--- config.mk ---
export PLATFORM = sky130hd
export DESIGN_NAME = hilo_acc_file
export DESIGN_NICKNAME = d
export VERILOG_FILES = /design/src/rtl/hilo_pkg.sv /design/src/rtl/hilo_acc_pipe.sv /design/src/rtl/hilo_acc_file.sv
export SDC_FILE = /design/constraint.sdc
export NUM_CORES = 1
export LEC_CHECK = 0
export BUFFER_PORTS_ARGS = -buffer_cell sky130_fd_sc_hd__buf_2
export CAP_MARGIN = 20
export CORE_UTILIZATION = 45
export DETAILED_ROUTE_END_ITERATION = 12
export PLACE_DENSITY = 0.6
export SYNTH_ARGS = -nofsm -noshare
export SYNTH_HDL_FRONTEND = slang
export SYNTH_SLANG_ARGS = --single-unit
--- constraint.sdc ---
create_clock -name clk -period 12.16 [get_ports clk]
set_clock_uncertainty 0.05 [all_clocks]
set_input_delay 1.824 -clock clk [delete_from_list [all_inputs] [get_ports clk]]
set_output_delay 1.824 -clock clk [all_outputs]
set_load 0.05 [all_outputs]
--- src/rtl/hilo_pkg.sv ---
// rtl/hilo_pkg.sv - shared op encodings and pair type for the HI/LO accumulator file
package hilo_pkg;

    typedef enum logic [1:0] {
        OP_WRITE   = 2'b00,
        OP_ACC_ADD = 2'b01,
        OP_ACC_SUB = 2'b10,
        OP_RSVD    = 2'b11
    } hilo_op_e;

    localparam int HILO_HALF_W = 32;

    typedef struct packed {
        logic [HILO_HALF_W-1:0] hi;
        logic [HILO_HALF_W-1:0] lo;
    } hilo_pair_t;

endpackage

--- src/rtl/hilo_acc_pipe.sv ---
// rtl/hilo_acc_pipe.sv - one-stage accumulate commit pipe with the 2*DATA_W add/sub
module hilo_acc_pipe
    import hilo_pkg::*;
#(
    parameter int DATA_W = 32,
    parameter int IDX_W  = 2
) (
    input  logic              clk,
    input  logic              rst,
    input  logic              cap_valid,
    input  logic [1:0]        cap_op,
    input  logic [IDX_W-1:0]  cap_idx,
    input  logic [DATA_W-1:0] cap_hi,
    input  logic [DATA_W-1:0] cap_lo,
    input  logic [DATA_W-1:0] cur_hi,
    input  logic [DATA_W-1:0] cur_lo,
    output logic              commit_valid,
    output logic [IDX_W-1:0]  commit_idx,
    output logic [DATA_W-1:0] commit_hi,
    output logic [DATA_W-1:0] commit_lo
);

    logic                  valid_q, valid_d;
    logic [IDX_W-1:0]      idx_q, idx_d;
    logic [1:0]            op_q, op_d;
    logic [2*DATA_W-1:0]   opnd_q, opnd_d;
    logic [2*DATA_W-1:0]   result;

    always_comb begin
        valid_d = cap_valid;
        idx_d   = idx_q;
        op_d    = op_q;
        opnd_d  = opnd_q;
        if (cap_valid) begin
            idx_d  = cap_idx;
            op_d   = cap_op;
            opnd_d = {cap_hi, cap_lo};
        end
    end

    always_ff @(posedge clk) begin
        if (rst) begin
            valid_q <= 1'b0;
            idx_q   <= '0;
            op_q    <= 2'b00;
            opnd_q  <= '0;
        end else begin
            valid_q <= valid_d;
            idx_q   <= idx_d;
            op_q    <= op_d;
            opnd_q  <= opnd_d;
        end
    end

    // The entry is read at commit time, so carry/borrow crosses LO->HI and wraps modulo 2^(2*DATA_W).
    always_comb begin
        if (op_q == OP_ACC_SUB) begin
            result = {cur_hi, cur_lo} - opnd_q;
        end else begin
            result = {cur_hi, cur_lo} + opnd_q;
        end
    end

    assign commit_valid = valid_q;
    assign commit_idx   = idx_q;
    assign commit_hi    = result[2*DATA_W-1:DATA_W];
    assign commit_lo    = result[DATA_W-1:0];

endmodule

--- src/rtl/hilo_acc_file.sv ---
// rtl/hilo_acc_file.sv - NUM_ACC HI/LO accumulator pairs with write arbitration and read muxing
// Optional same-cycle read forwarding under macro HILO_BYPASS_EN.
module hilo_acc_file
    import hilo_pkg::*;
#(
    parameter int DATA_W  = 32,
    parameter int NUM_ACC = 4,
    localparam int IDX_W  = $clog2(NUM_ACC)
) (
    input  logic              clk,
    input  logic              rst,
    input  logic              wr_valid,
    output logic              wr_ready,
    input  logic [1:0]        wr_op,
    input  logic [IDX_W-1:0]  wr_acc,
    input  logic              wr_hi_en,
    input  logic              wr_lo_en,
    input  logic [DATA_W-1:0] wr_hi,
    input  logic [DATA_W-1:0] wr_lo,
    input  logic [IDX_W-1:0]  rd_acc,
    output logic [DATA_W-1:0] rd_hi,
    output logic [DATA_W-1:0] rd_lo,
    output logic              rd_pending
);

    logic [DATA_W-1:0] hi_q [NUM_ACC];
    logic [DATA_W-1:0] hi_d [NUM_ACC];
    logic [DATA_W-1:0] lo_q [NUM_ACC];
    logic [DATA_W-1:0] lo_d [NUM_ACC];

    logic              accept, is_write, is_acc;
    logic              commit_valid;
    logic [IDX_W-1:0]  commit_idx;
    logic [DATA_W-1:0] commit_hi, commit_lo;

    // Stall only while the requested entry is the one being committed.
    assign wr_ready   = !(commit_valid && wr_acc == commit_idx);
    assign rd_pending = commit_valid && rd_acc == commit_idx;
    assign accept     = wr_valid && wr_ready;
    assign is_write   = accept && wr_op == OP_WRITE;
    assign is_acc     = accept && (wr_op == OP_ACC_ADD || wr_op == OP_ACC_SUB);

    hilo_acc_pipe #(
        .DATA_W (DATA_W),
        .IDX_W  (IDX_W)
    ) u_pipe (
        .clk          (clk),
        .rst          (rst),
        .cap_valid    (is_acc),
        .cap_op       (wr_op),
        .cap_idx      (wr_acc),
        .cap_hi       (wr_hi),
        .cap_lo       (wr_lo),
        .cur_hi       (hi_q[commit_idx]),
        .cur_lo       (lo_q[commit_idx]),
        .commit_valid (commit_valid),
        .commit_idx   (commit_idx),
        .commit_hi    (commit_hi),
        .commit_lo    (commit_lo)
    );

    // Commit and plain write never target the same entry: the stall keeps them apart.
    always_comb begin
        hi_d = hi_q;
        lo_d = lo_q;
        if (commit_valid) begin
            hi_d[commit_idx] = commit_hi;
            lo_d[commit_idx] = commit_lo;
        end
        if (is_write) begin
            if (wr_hi_en) hi_d[wr_acc] = wr_hi;
            if (wr_lo_en) lo_d[wr_acc] = wr_lo;
        end
    end

    always_ff @(posedge clk) begin
        if (rst) begin
            for (int i = 0; i < NUM_ACC; i++) begin
                hi_q[i] <= '0;
                lo_q[i] <= '0;
            end
        end else begin
            for (int i = 0; i < NUM_ACC; i++) begin
                hi_q[i] <= hi_d[i];
                lo_q[i] <= lo_d[i];
            end
        end
    end

    always_comb begin
        rd_hi = hi_q[rd_acc];
        rd_lo = lo_q[rd_acc];
`ifdef HILO_BYPASS_EN
        if (rd_pending) begin
            rd_hi = commit_hi;
            rd_lo = commit_lo;
        end else if (is_write && wr_acc == rd_acc) begin
            if (wr_hi_en) rd_hi = wr_hi;
            if (wr_lo_en) rd_lo = wr_lo;
        end
`endif
    end

endmodule

==> reports/qor.csv, run 1 <==
metric,value,unit
ANT nets after route,0,
P_int,2.07,mW
nets,2826,
initial core utilization,0.455,
Synth-to-Final Area Change,10.6,%
CP max stage cell,buf_4,
syn nets,2822,
Worst Setup End Kind,output pin,
crit-path max cell delay,0.81,ns
worst min path class,reg2reg,
WP data required,10.29,ns
routed len/inst,24.2,um
Post-DP HPWL,53700,um
combinational family with the most area after synthesis,compound AO/OA/AOI/OAI gates,
cell row count,80,
total gr overflow,0,
P_leak,8.90,nW
Hold Buf Count CTS,0,
core area,47600,um^2
"EDFF count, synth",0,
failing checks,design-rule violations,
clock sinks,325,
sequential share of the synthesized area,0.300,
routability congestion estimate,1.02,
Boundary Pins,141,
antenna violations before repair,2,
post-layout util,0.503,
Final TNS setup,0,ns
Crit path arrival time,4.12,ns
CTS Buffer Depth,3,
complex-gate fraction of the synthesized area,0.254,
post-CTS sizing,0,
Clock power frac,0.378,
prevailing post-synth register cell,dfxtp_1,
drt total wl,80400,um
Die Ht,221,um
Fmax achieved,0.167,GHz
sw frac,0.336,
Via Count,21800,
Bufs and invs on worst path,3,
unique cell type count in the Yosys netlist,68,
CP cell instances,buf_4 -> buf_4 -> mux4_2 -> buf_2,
layout cells sized above 1,0.143,
first drt pass iteration count,10,
pwr/cell area,130,nW/um^2
period utilisation layout,0.493,
Post-CTS Setup Bufs,0,
worst-margin pin slew,1.14,ns
Slew Limit Headroom,0.240,
Period minus WS final,5.99,ns
Residual DRC,1,
number of DRC markers in iteration 0,2396,
RSZ-0062 raised after global routing,false,
TritonCTS clock tree,done,
H-tree Lvls,2,
critical path's top delay family,buffers and inverters,
DR vias/cell,6.55,
Crit Path Max Fanout,39,
Slew Limit Fails,0,
I/O Buffers,140,
startpoint types,primary input,
CTS Buf Count,41,
clk_lat worst skew,0.57,ns
Comb pwr share,0.253,
Yosys warning count,0,
die area,49000,um^2
"Reg clk slew, reported paths",0.06,ns
"flops & latches, synth",325,
first-pass GRT wire length,124000,um
"Top cell by count, worst path",buf_4,
Die W,221,um
XOR/XNOR share of the synthesized area,0.0492,
Reg power frac,0.369,
"Cell Area, Synth",21700,um^2
final setup fails,0,
Mapped Cells,2681,
worst setup path class,in2out,
Max Cap Violations,0,
vias in the first global route,20900,
"Hold Violations, Final",0,
GRT Total Usage,0.322,
"FFs w/ async S/R, synth",0,
P_sw,1.05,mW
status,"complete, but fails checks",
average size of a mapped cell,8.08,um^2
Post-Synth Adder-Cell Area,0.0384,
largest net degree at the start of global routing,98,
Root Buffer,clkbuf_16,
post-synthesis simple-gate area fraction,0.178,
multiplexer share of the synthesized area,0.138,
Peak VDD IR,0.0916,mV
cells by family after synthesis:
family | count (synthesis)
muxes | 139
buffers and inverters | 239
AOI/OAI and AO/OA | 884
xor gates and xnor gates | 121
DFF | 325
adders and majority gates | 66
and+or+nand+nor | 907
worst min-delay path, stage by stage (launching register included):
cell,delay [ns]
dfxtp_1,0.33
nand2_1,0.06
a21oi_1,0.05
layout by cell type (no fill, tap or decap), types with 45 or more instances in the layout:
cell type | Yosys | layout
a21oi_1 | 308 | 308
mux4_2 | 128 | 128
o21ai_0 | 85 | 85
xor2_1 | 45 | 45
dfxtp_1 | 325 | 323
a211oi_1 | 153 | 153
buf_2 | 0 | 137
o211ai_1 | 65 | 65
ha_1 | 65 | 65
nor2_1 | 327 | 323
nand2_1 | 403 | 400
o21ai_1 | 78 | 78
xnor2_1 | 75 | 75
a21o_1 | 48 | 48
per-stage QoR:
step	hold slack (ns)	cell area (um^2)	power (mW)	instances	setup WS (ns)
detailed placement	0.426	22700	1.94	3256	6.13
floorplan	0.395	21700	1.72	2681	6.78
CTS	0.433	23900	3.11	3319	6.12
finish	0.434	24000	3.11	3321	6.17
global route	0.449	24000	3.23	3321	5.86
global placement	0.417	22700	1.93	3255	6.14
layout make-up:
type	count	area, um^2
antenna	1	2.50
clock buffer	54	1100
clock inverter	9	129
fill	4527	23700
inverter	25	93.8
multi-input combinational	2117	14300
sequential	325	6510
tap	615	769
timing repair buffer	175	1000
routing by layer:
metal	part of all wire	up-vias	GRT usage	wire, um
met5	0.00014	-	0	11
met4	0.035	2	0.124	2840
met3	0.083	191	0.0451	6680
met2	0.47	1119	0.528	37500
met1	0.42	10600	0.428	33400
li1	-	9876	-	-
state kept, by name, indices dropped and copies added, names as in the netlist:
name / flops
u_pipe.opnd_q: 64
u_pipe.commit_valid: 1
u_pipe.commit_idx: 2
u_pipe.op_q: 2
hi_q: 128
lo_q: 128
path summary, 6_finish.rpt:
| check | from | to | slack [ns] | cells past startpoint |
|---|---|---|---|---|
| setup reg to reg | u_pipe.commit_idx[0] | hi_q[105] | 6.21 | 14 |
| hold / removal | u_pipe.opnd_q[62] | u_pipe.opnd_q[62] | 0.43 | 2 |
| setup / recovery | rd_acc[0] | rd_lo[9] | 6.17 | 4 |
| hold reg to reg | u_pipe.opnd_q[62] | u_pipe.opnd_q[62] | 0.43 | 2 |
synthesized netlist by cell type (all sizes together), types with 9 or more instances:
cell / instances / area (um^2)
a211oi: 153 / 1150
a21o: 48 / 360
a21oi: 308 / 1540
a22oi: 10 / 75.1
a311oi: 15 / 131
a31oi: 10 / 62.6
and2: 15 / 96.3
and4: 11 / 96.3
buf: 31 / 120
clkbuf: 183 / 687
dfxtp: 325 / 6510
ha: 65 / 813
inv: 25 / 93.8
mux4: 128 / 2880
nand2: 403 / 1510
nand2b: 14 / 87.6
nand3: 20 / 113
nand4: 22 / 138
nor2: 327 / 1230
nor2b: 11 / 68.8
nor3: 43 / 215
nor4: 9 / 71.3
o211ai: 65 / 488
o21ai: 163 / 816
o22ai: 28 / 175
o31ai: 14 / 119
or4: 9 / 71.3
xnor2: 76 / 673
xor2: 45 / 394
power by group through the flow:
stage / clock network (mW) / registers [mW] / logic (mW)
after floorplan: 0 / 1.15 / 0.568
after detailed placement: 0 / 1.17 / 0.769
after CTS: 1.19 / 1.15 / 0.774
after global routing: 1.23 / 1.15 / 0.849
after global placement: 0 / 1.17 / 0.758
final: 1.18 / 1.15 / 0.787
(Power assumes the default switching activity.)
==> run 2, diff against run 1 <==
Settings changed: PLACE_DENSITY 0.6 to 0.63.
Clock period 12.16 ns to 5.2 ns, I/O delays scaled along.
==> reports/qor.csv, run 2 (synthesis results as in run 1) <==
metric,value,unit
critical path's top delay family,simple AND/OR/NAND/NOR gates,
Post-Place Cells,3302,
Post-DP HPWL,54000,um
P_leak,9.20,nW
Fmax achieved,0.202,GHz
"Hold Violations, Final",0,
initial core utilization,0.455,
R2R Path Start,u_pipe.opnd_q[11],
Final WS setup,0.245,ns
"Reg clk slew, reported paths",0.06,ns
drt total wl,79300,um
Slew Limit Headroom,0.260,
"commonest non-fill, non-tap cell in the layout",nand2_1,
flop-to-flop setup slack,0.25,ns
Worst Setup End Kind,register,
core area,47600,um^2
most frequent cells in the layout,"nand2_1 (400), dfxtp_1 (323), nor2_1 (321), a21oi_1 (303), a211oi_1 (152)",
total gr overflow,0,
I/O Buffers,140,
CP cell instances,or4_1 -> or2_1 -> nor2_1 -> nand2_1 -> nor3_1 -> buf_4 -> and2_2 -> nand3_1 -> buf_4 -> nand2_1 -> xor2_1 -> ha_2 -> and2_1 -> nand3_1 -> o221ai_1 -> a21oi_1 -> o21ai_0 -> a21o_1 -> a41oi_1 -> xor2_1 -> a211oi_1,
crit-path max cell delay,0.59,ns
layout cells sized above 1,0.172,
pre-CTS setup slack,-0.159,ns
TritonCTS clock tree,done,
nets,2869,
origin of the worst setup path,u_pipe.opnd_q[11],
clock sinks,325,
post-layout util,0.516,
DR vias/cell,6.42,
Crit path arrival time,5.30,ns
WP depth,21,
H-tree Lvls,2,
RR Endpoint,hi_q[94],
clk_lat worst skew,0.56,ns
CP max stage cell,or4_1,
final setup fails,0,
die area,49000,um^2
biggest regs,"hi_q (128), lo_q (128), u_pipe.opnd_q (64)",
first drt pass iteration count,5,
crit path to,hi_q[94],
WP data required,5.54,ns
cell row count,80,
largest net degree at the start of global routing,122,
FF/Latch Area,6510,um^2
Residual DRC,0,
worst setup path class,reg2reg,
Max Cap Violations,0,
fillers,4551,
Root Buffer,clkbuf_16,
Bufs and invs on worst path,2,
GRT Total Usage,0.317,
Die Ht,221,um
RSZ-0062 raised after global routing,true,
period utilisation layout,0.953,
Final Non-Filler Cells,3372,
Synth-to-Final Area Change,13.4,%
routed len/inst,23.5,um
Crit Path Max Fanout,10,
Peak VDD IR,0.218,mV
worst min path class,reg2reg,
Via Count,21600,
Final TNS setup,0,ns
antenna violations before repair,0,
status,"complete, no violations",
Die W,221,um
routability congestion estimate,0.965,
first-pass GRT wire length,122000,um
CTS Buf Count,39,
Period minus WS final,4.95,ns
Boundary Pins,141,
pwr/cell area,300,nW/um^2
number of DRC markers in iteration 0,2171,
area of the multi-input gates,14500,um^2
vias in the first global route,20900,
ANT nets after route,0,
number of inserted diodes,0,
startpoint types,register,
worst-margin pin slew,1.11,ns
Slew Limit Fails,0,
CTS Buffer Depth,3,
r2r worst-path depth,21,
-- run 2: changes by cell type in the layout (fill, tap and decap cells not counted), sizes merged --
cell	change
clkinv	+2
clkbuf	+8
diode	-1
buf	+45
inv	-1
bufinv	-2
-- run 2: worst min-delay path by stage --
stage,slack [ns],startpoint,cells past startpoint,to
2_1_floorplan,0.39,u_pipe.op_q[0],2,u_pipe.op_q[0]
5_1_grt,0.45,wr_hi[18],3,u_pipe.opnd_q[50]
6_report,0.43,u_pipe.opnd_q[62],2,u_pipe.opnd_q[62]
3_5_place_dp,0.43,u_pipe.opnd_q[9],2,u_pipe.opnd_q[9]
4_1_cts,0.43,wr_hi[15],3,u_pipe.opnd_q[47]
3_3_place_gp,0.42,u_pipe.opnd_q[13],2,u_pipe.opnd_q[13]
-- run 2: worst reg2reg max path: cells and delay by family, from the launching register on --
kind,cells,cell delay [ns]
AND/OR/NAND/NOR,10,2.13
AO/OA/AOI/OAI,6,0.96
XOR/XNOR,2,0.50
buffers and inverters,2,0.41
adder cells (fa/ha/maj),1,0.36
flip-flops,1,0.35
-- run 2: final cells by class --
class                      count  share of cell area
sequential                   325               0.265
tap                          615              0.0313
clock inverter                 8             0.00316
inverter                      25             0.00382
timing repair buffer         220              0.0566
multi-input combinational   2117               0.591
clock buffer                  62              0.0490
-- run 2: repair_timing --
action | CTS | global route
buffers inserted | 0 | 0
pin swaps | 0 | 2
cloned | 0 | 0
gates resized for setup | 2 | 36
hold buffers | 0 | 0
setup endpoints to repair | 4 | 83
-- run 2: per-stage QoR --
step / total power, mW / area, um^2 / hold slack, ns
CTS: 7.35 / 24400 / 0.429
global placement: 4.58 / 23100 / 0.422
global route: 7.66 / 24600 / 0.450
finish: 7.38 / 24600 / 0.432
floorplan: 4.02 / 21700 / 0.395
detailed placement: 4.61 / 23100 / 0.426
-- run 2: per-layer routing --
layer | GRT usage | vias to the layer above | wire length, um
met5 | 0 | - | 0
met4 | 0.121 | 0 | 2790
met3 | 0.0426 | 176 | 5730
met2 | 0.527 | 978 | 37700
met1 | 0.419 | 10500 | 33100
li1 | - | 9949 | -
-- run 2: report_power, final --
part           switching (mW)  internal (mW)
clock network            1.12           1.64
logic                    1.27          0.673
registers              0.0922           2.58
total                    2.49           4.89
